$ cat src/rtl/seq_shift_pkg.sv
// Shared types for the multi-cycle shift/rotate engine (seq_shift_unit).
package seq_shift_pkg;

  typedef enum logic [2:0] {
    SH_PASS = 3'b000,
    SH_LSL  = 3'b001,
    SH_ASL  = 3'b010,
    SH_LSR  = 3'b011,
    SH_ASR  = 3'b100,
    SH_ROL  = 3'b101,
    SH_ROR  = 3'b110,
    SH_RSVD = 3'b111
  } shift_mode_e;

  typedef enum logic [1:0] {
    ST_IDLE  = 2'd0,
    ST_SHIFT = 2'd1,
    ST_DONE  = 2'd2
  } shift_state_e;

  function automatic logic is_pass_mode(input shift_mode_e mode);
    return (mode == SH_PASS) || (mode == SH_RSVD);
  endfunction

endpackage

$ cat src/rtl/seq_shift_unit_step.sv
// One-position shift/rotate datapath for seq_shift_unit; purely combinational.
module shift_step
  import seq_shift_pkg::*;
#(
  parameter int WIDTH = 16
) (
  input  logic [WIDTH-1:0] data,
  input  shift_mode_e      mode,
  output logic [WIDTH-1:0] result,
  output logic             sign_changed
);

  always_comb begin
    result = data;
    unique case (mode)
      SH_LSL, SH_ASL: result = {data[WIDTH-2:0], 1'b0};
      SH_LSR:         result = {1'b0, data[WIDTH-1:1]};
      SH_ASR:         result = {data[WIDTH-1], data[WIDTH-1:1]};
      SH_ROL:         result = {data[WIDTH-2:0], data[WIDTH-1]};
      SH_ROR:         result = {data[0], data[WIDTH-1:1]};
      default:        result = data;
    endcase
  end

  assign sign_changed = result[WIDTH-1] ^ data[WIDTH-1];

endmodule

$ cat src/rtl/seq_shift_unit.sv
// Multi-cycle shift/rotate engine, one bit position per clock, valid/ready on both sides.
// Optional ASL overflow flag enabled by defining SEQ_SHIFT_OVF_EN.
module seq_shift_unit
  import seq_shift_pkg::*;
#(
  parameter  int WIDTH = 16,
  localparam int CNT_W = $clog2(WIDTH) + 1
) (
  input  logic                    clk,
  input  logic                    rst,
  input  logic                    in_valid,
  output logic                    in_ready,
  input  logic signed [WIDTH-1:0] d_in,
  input  logic [2:0]              sel,
  input  logic [CNT_W-1:0]        shift_count,
  output logic                    out_valid,
  input  logic                    out_ready,
  output logic signed [WIDTH-1:0] d_out,
  output logic                    busy,
  output logic                    ovf
);

  // Handshakes: a transfer happens on a rising edge where valid && ready are both 1.
  // in_ready is high only in IDLE; out_valid is high only in DONE, and d_out is stable there.

  shift_state_e     state;
  shift_mode_e      mode_q;
  logic [WIDTH-1:0] data_q;
  logic [CNT_W-1:0] cnt_q;
  logic [WIDTH-1:0] step_result;
  shift_mode_e      sel_mode;

  assign sel_mode = shift_mode_e'(sel);

`ifdef SEQ_SHIFT_OVF_EN
  logic step_sign_changed;
`endif

  shift_step #(.WIDTH(WIDTH)) u_step (
    .data         (data_q),
    .mode         (mode_q),
    .result       (step_result),
`ifdef SEQ_SHIFT_OVF_EN
    .sign_changed (step_sign_changed)
`else
    .sign_changed ()
`endif
  );

  always_ff @(posedge clk) begin
    if (rst) begin
      state  <= ST_IDLE;
      mode_q <= SH_PASS;
      data_q <= '0;
      cnt_q  <= '0;
    end else begin
      unique case (state)
        ST_IDLE: begin
          if (in_valid) begin
            data_q <= d_in;
            mode_q <= sel_mode;
            cnt_q  <= shift_count;
            if ((shift_count == '0) || is_pass_mode(sel_mode)) state <= ST_DONE;
            else                                                 state <= ST_SHIFT;
          end
        end
        ST_SHIFT: begin
          data_q <= step_result;
          cnt_q  <= cnt_q - CNT_W'(1);
          if (cnt_q == CNT_W'(1)) state <= ST_DONE;
        end
        ST_DONE: begin
          if (out_ready) state <= ST_IDLE;
        end
        default: state <= ST_IDLE;
      endcase
    end
  end

`ifdef SEQ_SHIFT_OVF_EN
  logic ovf_q;

  // Sticky over the whole operation; only ASL steps can raise it.
  always_ff @(posedge clk) begin
    if (rst) begin
      ovf_q <= 1'b0;
    end else if (state == ST_IDLE && in_valid) begin
      ovf_q <= 1'b0;
    end else if (state == ST_SHIFT && mode_q == SH_ASL && step_sign_changed) begin
      ovf_q <= 1'b1;
    end
  end

  assign ovf = ovf_q;
`else
  assign ovf = 1'b0;
`endif

  assign in_ready  = (state == ST_IDLE);
  assign out_valid = (state == ST_DONE);
  assign busy      = (state != ST_IDLE);
  assign d_out     = data_q;

endmodule

$ cat config.mk
export PLATFORM = sky130hd
export DESIGN_NAME = seq_shift_unit
export DESIGN_NICKNAME = d
export VERILOG_FILES = /design/src/rtl/seq_shift_pkg.sv /design/src/rtl/seq_shift_unit_step.sv /design/src/rtl/seq_shift_unit.sv
export SDC_FILE = /design/constraint.sdc
export NUM_CORES = 1
export LEC_CHECK = 0
export BUFFER_PORTS_ARGS = -buffer_cell sky130_fd_sc_hd__buf_2
export CAP_MARGIN = 30
export CELL_PAD_IN_SITES_DETAIL_PLACEMENT = 0
export CELL_PAD_IN_SITES_GLOBAL_PLACEMENT = 1
export CORE_ASPECT_RATIO = 1.25
export CORE_MARGIN = 1
export CORE_UTILIZATION = 33
export DETAILED_ROUTE_END_ITERATION = 16
export GPL_TIMING_DRIVEN = 0
export PLACE_DENSITY_LB_ADDON = 0.1
export SLEW_MARGIN = 20
export SYNTH_ARGS = -nofsm -noshare
export SYNTH_HDL_FRONTEND = slang
export SYNTH_SLANG_ARGS = --single-unit
$ cat constraint.sdc
create_clock -name clk -period 1.52 [get_ports clk]
set_input_delay 0.304 -clock clk [delete_from_list [all_inputs] [get_ports clk]]
set_output_delay 0.304 -clock clk [all_outputs]
set_load 0.01 [all_outputs]
* Yosys cells after proc, flatten, opt, wreduce, memory -nomap -nowiden
Index checks and enable logic that the tools add are counted.
** Operators by class
- Reduce and logical (&&, ||, !) cells :: 13
- Equal/unequal tests :: 16
- $add $sub $neg :: 1
- Mux-type cells :: 10
** Operators with widths (number)
- case mux 16 bit (5 select lines) :: 1
- case mux 16 bit (2 select lines) :: 1
- two-way mux 16 bit :: 1
- == test 3 bit (second input constant) :: 4
- case mux 5 bit (2 select lines) :: 1
- two-way mux 2 bit :: 4
- == test 3 x 2 -> 1 bit (second input constant) :: 2
- != test 2 bit (second input constant) :: 3
- != test 6 x 1 -> 1 bit (second input constant) :: 1
- case mux 2 bit (3 select lines) :: 1
- AND reduction 3 bit :: 2
- == test 5 x 1 -> 1 bit (second input constant) :: 1
- logical NOT 5 bit :: 1
- two-way mux 5 bit :: 1
- != test 5 x 1 -> 1 bit (second input constant) :: 1
- subtractor 5 x 1 -> 5 bit (second input constant) :: 1
- AND reduction 2 bit :: 2
- AND reduction 4 bit :: 1
- nonzero test 2 bit :: 2
- == test 3 x 1 -> 1 bit (second input constant) :: 1
- logical NOT 3 bit :: 1
- == test 2 x 1 -> 1 bit (second input constant) :: 1
- == test 2 bit (second input constant) :: 1
- logical NOT 2 bit :: 1
- other kinds (3) :: 4
** Storage, ports and cells
- Flip-flop bits (word level) :: 26
- Logic and storage cells :: 45

* Depth between registers and ports, before layout
- Word-level depth :: 6
- Gate-level depth with buffers :: 7
- Mapped depth without buffers :: 5

* By module
Synthesis repeated with hierarchy kept, for this count alone.
** Second synthesis, totals
- Cell total of the unflattened synthesis :: 282
- Area total of the unflattened synthesis :: 2341.0 µm²
** By module, submodules not included
- seq_shift_unit :: area an instance 1388.8 µm², instances 1, cells each 146
- shift_step :: area an instance 952.2 µm², instances 1, cells each 136

* Worst setup path before layout
No wires, ideal clock.
- Kind :: reg2reg
- Start :: reg mode_q[2]
- End :: reg data_q[8] (netlist: d_out[8])
- Clock period less this slack :: 1.547 ns
- Data required time :: 1.403 ns
- Stages on the path, launching flop included :: 7
- Setup slack :: -0.027 ns
- Library setup time :: 0.117 ns
- Arrival time :: 1.430 ns
- Cells stage by stage :: dfxtp_1 > buf_6 > or4b_1 > o211ai_2 > buf_6 > nor2_1 > a22o_1
** On the way
- Word-level cells in the longest chain between the ends :: 4
- Elaborated cells on any way between the ends :: 11
** RTL lines
- start: declaration :: RTL line seq_shift_unit.sv:27 : shift_mode_e mode_q;
- start signal: assignment :: RTL line seq_shift_unit.sv:61 : mode_q <= sel_mode;
- == test 3 x 1 -> 1 bit or == test 3 x 2 -> 1 bit (tied branches) :: RTL line seq_shift_unit_step.sv:15 : unique case (mode)
- OR reduction 2 bit :: RTL line seq_shift_unit_step.sv:15
- case mux 16 bit (5 select lines) or != test 6 x 1 -> 1 bit (tied branches)
- case mux 16 bit (2 select lines) or AND reduction 3 bit (tied branches)
- end signal: assignment :: RTL line seq_shift_unit.sv:60 : data_q <= d_in;
- end signal: assignment :: RTL line seq_shift_unit.sv:68 : data_q <= step_result;
- end: declaration :: RTL line seq_shift_unit.sv:28 : logic [WIDTH-1:0] data_q;
Parallel ways exist; a longest one is shown, timed or not.
A chain may end at the register's enable or synchronous reset.

* Worst setup path after layout
- Start :: reg state[0]
- End :: reg data_q[3] (netlist: d_out[3])
** On the way
- Word-level cells in the longest chain between the ends :: 3
- Elaborated cells on any way between the ends :: 7
** RTL lines
- start: declaration :: RTL line seq_shift_unit.sv:26 : shift_state_e state;
- start signal: assignment :: RTL line seq_shift_unit.sv:52 : state <= ST_IDLE;
- start signal: assignment :: RTL line seq_shift_unit.sv:63 : if ((shift_count == '0) || is_pass_mode(sel_mode)) state <= ST_DONE;
- start signal: assignment :: RTL line seq_shift_unit.sv:64 : else state <= ST_SHIFT;
- == test 2 x 1 -> 1 bit or logical NOT 2 bit (tied branches) :: RTL line seq_shift_unit.sv:57 : unique case (state)
- != test 6 x 1 -> 1 bit (no line) (tied with other cells)
- AND reduction 3 bit (no line)
Parallel ways exist; a longest one is shown, timed or not.

==> summary.md <==
| Metric | Value |
|---|---|
| Unrepaired setup endpoints after global routing | `yes` |
| Initial antenna violation count | `0` |
| Tmin final | `1.58 ns` |
| CTS tree | `done` |
| CTS H-tree lvls | `1` |
| R2R setup slack | `-0.06 ns` |
| DP HPWL | `3420 um` |
| Critical path endpoint category | `flip-flop` |
| Via count | `1717` |
| Drt drc | `0` |
| Routability congestion estimate | `0.735` |
| Synthesis-stage register bit count | `26` |
| Failing checks | `setup timing` |
| Initial core utilization | `34.4%` |
| Crit path launch type | `flip-flop` |
| GRT Util Overall | `19.2%` |
| Mean number of vias per cell | `5.30` |
| Most used DFF post-synth | `dfxtp_1` |
| Nets | `296` |
| Vias in the first global route | `between 1500 and 2000` |
| HP Class | `in -> reg` |
| YS warnings | `0` |
| Syn Area/Cell | `slightly below 8 um2` |
| Hold path startpoint | `sel[1]` |
| Clock Skew | `about 0.0028 ns` |
| Final Setup Violations | `15` |
| Diodes inserted | `0` |
| Later-pin clock latency in the skew report | `0.27 ns` |
| Crit Reg-Reg Endpoint | `d_out[3]` |
| Layout cell share with drive strength beyond 1 | `40.5%` |
| EDFF count, synth | `0` |
| Mapped Nets | `236` |
| Endpoint, Worst Hold | `mode_q[1]` |
| Row count | `28` |
| Min-Delay Path Depth | `3` |
| Io pins | `48` |
| Die Y | `80.6 um` |
| Post-route setup slack | `-0.0617 ns` |
| Arrival time worst endpoint | `roughly 1.8 ns` |
| Post-Syn Area | `about 0.0016 mm2` |
| Critical-path maximum fanout | `8` |
| Lkg Pwr | `between 0.9 and 1 nW` |
| Fraction of registers with async set/reset | `0%` |
| Fin cells | `324` |
| Clk pin slew, worst setup/hold paths | `0.09 ns` |
| Root buffer cell | `clkbuf_8` |
| Worst EP required | `1.71 ns` |
| Max-Cap Viols | `0` |
| Core Area | `0.00473 mm2` |
| Worst VDD drop | `0.450 mV` |
| Area delta synth->final | `35.3%` |
| Global-route wire length before repair | `7670 um` |
| Final wirelength | `roughly 4800 um` |
| Global route overflow | `0` |
| First DRT Iteration DRCs | `between 70 and 80` |
| Fin crit share | `104%` |
| Pwr dens | `approximately 1200 mW/mm2` |
| First-pass iteration count of the detailed router | `4` |
| Fin util | `between 40% and 50%` |
| Post-synthesis cell type count | `47` |
| Post-DRT Antenna Nets | `0` |
| Clock Path Buffers | `2` |
| Placed insts | `about 310` |
| Sink Count | `26` |
| TritonCTS buffer count | `3` |
| Sequential-to-total area share from yosys stat | `32.0%` |
| Achievable Freq | `0.632 GHz` |
| Final Hold Vio Count | `0` |
| Setup CP Type | `reg -> reg` |
| Die area | `0.00522 mm2` |
| Synthesized instance count | `206` |
| Final Max Tran Viols | `0` |
| Drt wl/cell | `~15 um` |
| Pin count of the biggest net entering global routing | `14` |
| Port Buffers | `46` |
| Worst Reg-to-Reg Cells | `7` |
| Die width | `64.8 um` |
| Status | `finished with violations` |
| FF-to-FF Start | `state[0]` |
==> repair_timing <==
action	in CTS	in global routing
setup buffers	8	3
endpoints found under the setup margin	19	21
cloned	3	0
pin swaps	7	2
hold buffers	0	0
resized for setup	21	22
==> stage by stage <==
step / hold slack [ns] / TNS, ns / power, mW / cell area (um2) / setup slack, ns
after global routing: 0.279 / -1.81 / 2.80 / 2200 / -0.150
after detailed placement: 0.469 / -2.01 / 1.96 / 1930 / -0.164
final: 0.275 / -0.728 / 2.62 / 2200 / -0.0617
after floorplan: 0.440 / 0 / 1.62 / 1630 / 0.00417
after global placement: 0.473 / -2.33 / 1.96 / 1930 / -0.180
after CTS: 0.270 / -0.710 / 2.58 / 2110 / -0.0565
==> flip-flops by register name, summed over array words and instances (netlist names) <==
signal / cells
state: 2
d_out: 16
cnt_q: 5
mode_q: 3
==> worst max path at each step <==
stage	from	endpoint	slack [ns]	depth (start not counted)
finish	state[0]	d_out[3]	-0.06	7
global route	state[0]	d_out[6]	-0.15	7
CTS	state[0]	d_out[6]	-0.06	7
detailed placement	mode_q[0]	d_out[5]	-0.16	6
global placement	state[0]	d_out[5]	-0.18	6
floorplan	mode_q[2]	d_out[8]	0.004	6
==> cell usage in the layout, fill, tap and decap left out, types with 4 or more instances in the layout <==
| cell type | count |
|---|---|
| o21ai_0 | 17 |
| buf_2 | 51 |
| a21boi_0 | 12 |
| nand3_1 | 7 |
| nor3_1 | 4 |
| nand2_1 | 14 |
| a31oi_1 | 14 |
| o31ai_1 | 13 |
| nand3_2 | 9 |
| dfxtp_1 | 22 |
| buf_6 | 4 |
| a21oi_1 | 8 |
| inv_1 | 5 |
| buf_4 | 14 |
| nor2_1 | 8 |
==> report_power, final <==
part | leakage, nW | switching (mW) | internal (mW)
clock | 0.0216 | 0.219 | 0.178
combinational | 0.679 | 0.613 | 0.628
sequential | 0.217 | 0.160 | 0.821
total | 0.918 | 0.992 | 1.63
==> per-layer routing <==
layer,share of wire [%],vias to the layer above,track usage (%)
met1,44,797,22.3
met2,51,34,35.3
li1,-,880,-
met5,0,-,0
met3,3.3,6,2.13
met4,1.4,0,6.89
==> worst max-delay path, stage by stage, from the launching register on <==
cell	delay, ns
dfxtp_4	0.37
buf_6	0.10
or4b_4	0.45
o211ai_2	0.09
buf_6	0.20
buf_8	0.14
nand3_1	0.07
o31ai_1	0.07
==> logic make-up after synthesis <==
family / after synthesis / synth area share (%)
other cells: 1 / 0.230
buf+inv: 28 / 9.91
fa+ha+maj: 2 / 1.54
simple gates: 66 / 22.2
compound gates: 83 / 34.2
flops: 26 / 32.0
==> cell type report <==
class | instances | area (um2)
multi-input combinational | 152 | 1020
timing repair buffer | 59 | 372
sequential | 26 | 533
fill | 524 | 2530
inverter | 6 | 22.5
tap | 60 | 75.1
buffer | 18 | 139
clock buffer | 3 | 41.3
==> synthesized netlist by cell type (all sizes together) (5+ instances only) <==
cell type / number / area share, %
o31ai: 15 / 6.9
nor3: 5 / 1.5
inv: 6 / 1.4
dfxtp: 26 / 32
buf: 16 / 7.1
o21ai: 18 / 5.5
a31oi: 14 / 5.4
nor2: 10 / 2.3
nand3: 16 / 5.5
a21oi: 8 / 2.5
clkbuf: 6 / 1.5
a21boi: 13 / 6.0
nand2: 15 / 3.6
Power figures use the tool's default switching activity.
